[src/rtl/spi_slave_ctrl.sv]
// SPI mode-0 responder. SCL, CS and MOSI are oversampled on clk; words are
// exchanged with local logic via a one-entry TX holding register and an RX
// output register that pulses rx_valid on each completed word.
//
// state | meaning
// IDLE  | not selected; miso released (oe=0, miso=1)
// SHIFT | selected; shifting words on detected scl edges
module spi_slave_ctrl #(
  parameter int                    DATA_WIDTH  = 8,
  parameter logic [DATA_WIDTH-1:0] DEFAULT_TX  = 8'hFF,
  parameter int                    SYNC_STAGES = 2
) (
  input  logic                  clk,
  input  logic                  SPI_reset,
  input  logic                  spi_scl,
  input  logic                  spi_cs,
  input  logic                  mosi,
  output logic                  miso,
  output logic                  miso_oe,
  input  logic [DATA_WIDTH-1:0] tx_data,
  input  logic                  tx_valid,
  output logic                  tx_ready,
  output logic [DATA_WIDTH-1:0] rx_data,
  output logic                  rx_valid,
  output logic                  tx_underrun,
  output logic                  busy
);

  localparam int CNT_W = (DATA_WIDTH > 1) ? $clog2(DATA_WIDTH) : 1;
  localparam logic [CNT_W-1:0] LAST_BIT = CNT_W'(DATA_WIDTH - 1);

  typedef enum logic {IDLE, SHIFT} state_t;

  state_t                  state;
  logic [SYNC_STAGES-1:0]  scl_sync;
  logic [SYNC_STAGES-1:0]  cs_sync;
  logic [SYNC_STAGES-1:0]  mosi_sync;
  logic                    scl_hist;
  logic                    cs_hist;
  logic [CNT_W-1:0]        bit_cnt;
  logic [DATA_WIDTH-1:0]   tx_shift;
  logic [DATA_WIDTH-1:0]   rx_shift;
  logic [DATA_WIDTH-1:0]   hold_data;
  logic                    hold_full;

  logic                    scl_s;
  logic                    cs_s;
  logic                    mosi_s;
  logic                    scl_rise;
  logic                    scl_fall;
  logic                    cs_rise;
  logic                    cs_fall;
  logic                    load_now;
  logic                    accept;
  logic [DATA_WIDTH-1:0]   load_word;
  logic [DATA_WIDTH-1:0]   rx_next;

  // Pin synchronizers plus history flops; preset to the idle bus levels.
  always_ff @(posedge clk) begin
    if (SPI_reset) begin
      scl_sync  <= '0;
      cs_sync   <= '1;
      mosi_sync <= '0;
      scl_hist  <= 1'b0;
      cs_hist   <= 1'b1;
    end else begin
      scl_sync  <= {scl_sync[SYNC_STAGES-2:0], spi_scl};
      cs_sync   <= {cs_sync[SYNC_STAGES-2:0], spi_cs};
      mosi_sync <= {mosi_sync[SYNC_STAGES-2:0], mosi};
      scl_hist  <= scl_sync[SYNC_STAGES-1];
      cs_hist   <= cs_sync[SYNC_STAGES-1];
    end
  end

  assign scl_s    = scl_sync[SYNC_STAGES-1];
  assign cs_s     = cs_sync[SYNC_STAGES-1];
  assign mosi_s   = mosi_sync[SYNC_STAGES-1];
  assign scl_rise = scl_s & ~scl_hist;
  assign scl_fall = ~scl_s & scl_hist;
  assign cs_rise  = cs_s & ~cs_hist;
  assign cs_fall  = ~cs_s & cs_hist;

  assign tx_ready = ~hold_full;

  // Load points: start of selection, and the scl fall that follows a completed word.
  always_comb begin
    load_word = hold_full ? hold_data : DEFAULT_TX;
    load_now  = ((state == IDLE) && cs_fall) ||
                ((state == SHIFT) && !cs_rise && scl_fall && (bit_cnt == '0));
    accept    = tx_valid && !hold_full;
    rx_next   = {rx_shift[DATA_WIDTH-2:0], mosi_s};
  end

  // Transfer FSM with registered outputs, shift registers and TX holding register.
  always_ff @(posedge clk) begin
    if (SPI_reset) begin
      state       <= IDLE;
      miso        <= 1'b1;
      miso_oe     <= 1'b0;
      rx_data     <= '0;
      rx_valid    <= 1'b0;
      tx_underrun <= 1'b0;
      busy        <= 1'b0;
      bit_cnt     <= '0;
      tx_shift    <= '0;
      rx_shift    <= '0;
      hold_data   <= '0;
      hold_full   <= 1'b0;
    end else begin
      rx_valid    <= 1'b0;
      tx_underrun <= 1'b0;

      if (load_now) begin
        tx_shift    <= load_word;
        miso        <= load_word[DATA_WIDTH-1];
        tx_underrun <= ~hold_full;
      end

      // Accept uses the start-of-cycle empty flag, so a load never bypasses to tx_data.
      if (load_now && hold_full) hold_full <= 1'b0;
      if (accept) begin
        hold_data <= tx_data;
        hold_full <= 1'b1;
      end

      case (state)
        IDLE: begin
          if (cs_fall) begin
            state   <= SHIFT;
            miso_oe <= 1'b1;
            busy    <= 1'b1;
            bit_cnt <= '0;
          end
        end
        SHIFT: begin
          if (cs_rise) begin
            state   <= IDLE;
            miso_oe <= 1'b0;
            miso    <= 1'b1;
            busy    <= 1'b0;
            bit_cnt <= '0;
          end else if (scl_rise) begin
            rx_shift <= rx_next;
            if (bit_cnt == LAST_BIT) begin
              bit_cnt  <= '0;
              rx_data  <= rx_next;
              rx_valid <= 1'b1;
            end else begin
              bit_cnt <= bit_cnt + 1'b1;
            end
          end else if (scl_fall && (bit_cnt != '0)) begin
            tx_shift <= tx_shift << 1;
            miso     <= tx_shift[DATA_WIDTH-2];
          end
        end
        default: state <= IDLE;
      endcase
    end
  end

endmodule
[config.mk]
export PLATFORM = sky130hd
export DESIGN_NAME = spi_slave_ctrl
export DESIGN_NICKNAME = d
export VERILOG_FILES = /design/src/rtl/spi_slave_ctrl.sv
export SDC_FILE = /design/constraint.sdc
export NUM_CORES = 1
export LEC_CHECK = 0
export ABC_AREA = 1
export CORE_MARGIN = 2
export CORE_UTILIZATION = 35
export CTS_CLUSTER_DIAMETER = 60
export DETAILED_ROUTE_END_ITERATION = 8
export PLACE_DENSITY = 0.54
export SLEW_MARGIN = 20
export SYNTH_ARGS = -nofsm -noshare
export SYNTH_HDL_FRONTEND = slang
export SYNTH_SLANG_ARGS = --single-unit
[constraint.sdc]
create_clock -name clk -period 1.51 [get_ports clk]
set_input_delay 0.302 -clock clk [delete_from_list [all_inputs] [get_ports clk]]
set_output_delay 0.302 -clock clk [all_outputs]
set_load 0.02 [all_outputs]
==> results.py <==
metrics = {
    "status": {
        "status": "completed",
    },
    "logic_synthesis": {
        "synth-simple-area-share_pct": 23.24,
        "synth_xor_area_share_pct": 0,
        "postSynthAreaPerCell_um2": 7.639,
        "yosysTopAreaCellShare_pct": 50.07,
        "synth_top_family_by_area": "simple AND/OR/NAND/NOR gates",
        "synth_nets": 263,
        "synthCells": 246,
        "yosysWarnings": 0,
        "synth_area_leader_cell": "dfxtp_1",
        "yosys.area_share.adder_pct": 1.997,
        "ys_types": 25,
        "yosys-top-cells-area": "dfxtp_1 (50%), nand2_1 (7.6%), inv_1 (7.4%)",
        "synth_seq_cells": 47,
        "seq_area_frac_synth_pct": 50.07,
        "synthMuxAreaShare_pct": 0,
        "syn-cell-area_um2": 1879,
        "synth_compound_area_share_pct": 14.05,
    },
    "sta": {
        "period_minus_slack_ns": 1.414,
        "skew_ns": 0.005265,
        "hold_violations": 0,
        "relSlewSlack_pct": 82.07,
        "max_freq_mhz": 707.2,
        "tightest_slew_ns": 0.2662,
        "grt_setup_unrepaired": "false",
        "fin_crit_sh_pct": 93.65,
        "report.final.slew_viol_count": 0,
        "tns_ns": 0,
        "setup_viol": 0,
    },
    "global_routing": {
        "grt_overflow": 0,
        "track_usage_pct": 13.39,
        "grt_max_degree": 34,
        "grt_first_pass_wirelength_mm": 6.465,
        "grt_pass1_vias": 1432,
        "grt_antenna_before_repair": 0,
    },
    "flow_run": {
        "max-cap-violations": 0,
    },
    "critical_path": {
        "cp_data_arrival_time_ns": 1.61,
        "cp-startpoint": "bit_cnt[0]",
        "reg2reg_setup_slack_ns": 0.1,
        "setup.worst_path.end_class": "flop",
        "path_class": "reg2reg",
        "start_kind": "flop",
        "cp_max_fo": 2,
        "rr_worst_depth": 10,
        "cp.required_ns": 1.71,
        "r2r_start": "bit_cnt[0]",
        "crit_path_end": "miso",
        "r2r-end": "miso",
    },
    "clock_network": {
        "clock_latency_ns": 0.30,
        "clk_pin_slew_worst_paths_ns": 0.09,
        "clk_root_buffer_cell": "clkbuf_8",
        "cts_hold_buf": 0,
        "cts_tree": "built",
        "htree_num_levels": 2,
        "clk_path_buf_depth": 2,
        "cts.sinks": 47,
        "cts_made_buffers": 5,
    },
    "drt": {
        "drt_iter0_markers": 94,
        "wl_per_cell_um": 10.47,
        "dr.pass1.iters": 4,
        "vias": 1552,
        "detail_route.wirelength_mm": 3.739,
        "ant_nets": 0,
        "route.detailed.drc": 0,
        "vias_per_cell": 4.347,
    },
    "pwr": {
        "powerDensity_nw_per_um2": 1009,
        "p_leak_uw": 0.001169,
        "peakVddDrop_mv": 0.4248,
    },
    "die": {
        "core_um2": 5140,
        "placementRows": 26,
        "fp.dieW_um": 77.28,
        "die_h_um": 77.28,
        "dieArea_um2": 5971,
        "start_util_pct": 36.56,
        "num_io_pins": 28,
    },
    "layout": {
        "drive_above_1_share_pct": 17.07,
        "n_antenna_cell": 0,
        "nets": 303,
        "area_delta_synth_final_pct": 32.29,
        "final_cells": 357,
    },
    "placement": {
        "dpl.cell_count": 347,
        "port_buffers": 27,
        "place_hpwl_mm": 2.603,
        "gp_congestion": 0.7775,
    },
    "worst_hold_path": {
        "min_path_type": "reg2reg",
    },
}
==> logic make-up (layout without fill, tap and decap cells) <==
family / Yosys count / after routing
compound gates: 52 / 52
simple gates: 94 / 94
flops: 47 / 47
buf+inv: 50 / 91
fa+ha+maj: 3 / 3
==> worst min path at each step <==
stage / start / end / slack [ns] / depth (start not counted)
2_1_floorplan: SPI_reset / bit_cnt[0] / 0.38 / 1
3_3_place_gp: mosi_sync[0] / mosi_sync[1] / 0.39 / 2
3_5_place_dp: cs_sync[0] / cs_sync[1] / 0.39 / 1
4_1_cts: scl_sync[0] / scl_sync[1] / 0.41 / 2
5_1_grt: cs_sync[0] / cs_sync[1] / 0.42 / 1
6_report: scl_sync[0] / scl_sync[1] / 0.41 / 2
==> cell usage in the layout, fill, tap and decap left out <==
cell / netlist / routed
a21oi_1: 21 / 21
buf_12: 0 / 3
buf_4: 1 / 9
buf_6: 1 / 2
bufinv_16: 0 / 1
clkbuf_8: 0 / 6
clkdlybuf4s50_1: 0 / 13
clkinv_2: 0 / 1
dfxtp_1: 47 / 45
dfxtp_2: 0 / 2
dlygate4sd2_1: 0 / 14
ha_1: 3 / 1
ha_4: 0 / 2
inv_1: 37 / 37
inv_2: 5 / 4
inv_4: 0 / 1
nand2_1: 38 / 35
nand2_2: 4 / 7
nand2_4: 1 / 1
nand3_1: 18 / 18
nand3_2: 2 / 2
nand4_1: 1 / 1
nor2_1: 20 / 20
nor2_2: 3 / 3
nor2_4: 1 / 1
nor3_1: 2 / 2
nor3b_1: 1 / 1
o21ai_0: 25 / 23
o21ai_1: 5 / 6
o21ai_2: 1 / 2
or2_1: 1 / 1
or2_2: 2 / 2
==> Yosys cell counts (all sizes together) <==
cell    count
o21ai      31
or2         3
a21oi      21
ha          3
nor3b       1
inv        42
nor3        2
buf         3
nand4       1
clkbuf      5
nand2      43
nand3      20
nor2       24
dfxtp      47
==> routing by layer <==
| metal | up-vias | GRT usage (%) | wire, um |
|---|---|---|---|
| li1 | 851 | - | - |
| met1 | 675 | 17.40 | 1906 |
| met2 | 21 | 21.04 | 1651 |
| met3 | 5 | 3.647 | 140 |
| met4 | 0 | 5.357 | 41 |
| met5 | - | 0 | 0 |
==> worst max-delay path, cell delays in order, from the launching register on <==
cell and delay, ns:
dfxtp_2 0.33, inv_1 0.05, ha_1 0.20, nand2_1 0.07, nand2_1 0.05, nor2_2 0.11
nand2_2 0.07, buf_4 0.12, or2_1 0.19, nand2_1 0.06, nand2_1 0.04
==> metrics by stage <==
stage          area (um2)  setup WS, ns  hold slack (ns)  utilization [%]  power [uW]
4_1_cts              2422       0.05829           0.4079            47.13        2534
5_1_grt              2486       0.01201           0.4214            48.37        2614
2_1_floorplan        1879        0.1698           0.3781                -        1467
3_3_place_gp         2322        0.1024           0.3901            45.18        1580
3_5_place_dp         2322       0.07099           0.3950            45.18        1581
6_report             2486       0.09592           0.4053            48.37        2509
==> power by group <==
part / leakage (uW) / switching [uW] / internal (uW)
Clock: 0.0000612 / 426 / 536
Combinational: 0.000723 / 134 / 114
Sequential: 0.000384 / 17.4 / 1280
Total: 0.00117 / 577 / 1930
==> cell type report <==
type	count	area, um2
clock buffers	6	82.58
clock inverters	2	35.03
fillers	529	2654
inverters	42	160.2
multi-input cells	149	774.5
flip-flops and latches	47	943.4
well taps	70	87.58
repair buffers	41	402.9
==> repair_timing <==
action / CTS / global route
endpoints found under the setup margin: 14 / 13
pin swaps: 0 / 2
gates cloned: 0 / 0
resized for setup: 14 / 15
buffers inserted: 0 / 2
==> registers in the layout, summed over array words and instances, names as in the netlist, 2 cells and up <==
name and cells:
hold_data 8, rx_data 8, rx_shift 7, tx_shift 7, bit_cnt 3, cs_sync 2, mosi_sync 2, scl_sync 2
No activity file was read; power rests on OpenSTA's default activity.
==> variant, RTL diff (same flow settings) <==
Make the reset (`SPI_reset`) asynchronous in 2 clocked blocks. Comments in the files are not updated.
--- a/src/rtl/spi_slave_ctrl.sv
+++ b/src/rtl/spi_slave_ctrl.sv
@@ -58,3 +58,3 @@
   // Pin synchronizers plus history flops; preset to the idle bus levels.
-  always_ff @(posedge clk) begin
+  always_ff @(posedge clk or posedge SPI_reset) begin
     if (SPI_reset) begin
@@ -94,3 +94,3 @@
   // Transfer FSM with registered outputs, shift registers and TX holding register.
-  always_ff @(posedge clk) begin
+  always_ff @(posedge clk or posedge SPI_reset) begin
     if (SPI_reset) begin
Formal check against the unedited RTL: differs if SPI_reset is asserted again (counterexample within 4 cycles, from zero or initial values and one cycle with SPI_reset high); with SPI_reset held inactive, the same outputs for 10 cycles.
==> variant against the unedited design <==
Worst setup slack lost 43 ps; critical path depth down 9; synthesized area up 3.8%; sequential share of layout area is 8.4 points higher; utilization shrank 1.5 points; sequential cell count unchanged; routed wire length is 6.1% lower; critical path type is now register to output pin; largest cell class unchanged; final area is 2.5% higher.
Power is not compared: it rests on default switching activity, and its combinational part moved more than twofold at a synthesized area within 25%.
==> variant: results (changes against the unedited design) <==
INFO  final_layout   inv_count=31 [-26%]
INFO  final_layout   design.final.nets=274 [-9.6%]
INFO  placement      placed_cells_incl_taps=319 [-8.1%]
INFO  global_routing grt.total_usage=0.1289 [-0.004992]
INFO  synthesis      compound_gate_fraction_of_synth_area=0.07633 [-0.06415]
INFO  synthesis      mapped_nets=229 [-13%]
INFO  final_layout   buf_share=0.1640 [+0.001994]
INFO  synthesis      netlist_top_cells_area=dfrtp_1 55%, nand2_1 11%, inv_1 5.8%, dfstp_2 5.4%, o21ai_0 5.4%
INFO  synthesis      synthArstFlopShare=1.000 [+1.000]
INFO  outcome        status=completed
INFO  final_layout   multiInputCombCellCount=129 [-13%]
INFO  detailed_routing route.detailed.wl_per_inst=10.64µm [+1.6%]
INFO  synthesis      yosys_most_used_dff=dfrtp_1
INFO  placement      gpl.final_weighted_congestion=0.7527 [-3.2%]
INFO  sta            timing_worst_slew_pin_value=213.5ps [-52.69 ps]
INFO  global_routing grt_pass1_vias=1,357 [-5.2%]
INFO  final_layout   num-nonclk-buffers=43 [+4.9%]
INFO  final_layout   seqCellArea=1181µm² [+25%]
INFO  worst_setup_path worst_path_max_delay_cell=dfstp_2
INFO  worst_setup_path slowest_delay=540ps [+210 ps]
INFO  worst_setup_path cp_top_family=flip-flops
INFO  min_path       worstHoldPathType=primary input to async pin
INFO  synthesis      yosys.area_share.adder=0.01924 [-0.0007303]
INFO  synthesis      yosysSeqAreaShare=0.6055 [+0.1049]
INFO  synthesis      synth_commonest_cells=55 x nand2_1, 43 x dfrtp_1, 30 x inv_1
INFO  final_layout   clock_cell_share_of_area=0.03487 [-0.01244]
INFO  final_layout   fillCellCount=556 [+5.1%]
INFO  final_layout   area_of_the_multi_input_gates=650.6µm² [-16%]
[variant: cell count changes after synthesis, sizes merged, moves of 2 or more]
cell	unedited run	this run
dfxtp	47	0
dfrtp	0	43
nand2	43	61
a21oi	21	8
inv	42	31
o21ai	31	21
nor2	24	15
nand3	20	12
nand4	1	7
clkbuf	5	0
dfstp	0	4
buf	3	5
or2	3	1
[variant: metal layers]
| layer | track usage | wire (µm) |
|---|---|---|
| met2 | 0.1846 | 1509 |
| met3 | 0.03793 | 181 |
| met1 | 0.1868 | 1779 |
| met4 | 0.04211 | 40 |
| met5 | 0 | 0 |
[variant: path summary, 6_finish.rpt]
path | slack, ps | startpoint | depth (start not counted) | end
worst max-delay path | 50 | miso | 1 | miso
worst min-delay path | 220 | SPI_reset | 2 | mosi_sync[0]
worst max register to register | 100 | cs_hist | 9 | rx_data[1]
worst min register to register | 350 | mosi_sync[0] | 0 | mosi_sync[1]
max in group asynchronous | 780 | SPI_reset | 3 | miso
min in group clk | 350 | mosi_sync[0] | 0 | mosi_sync[1]
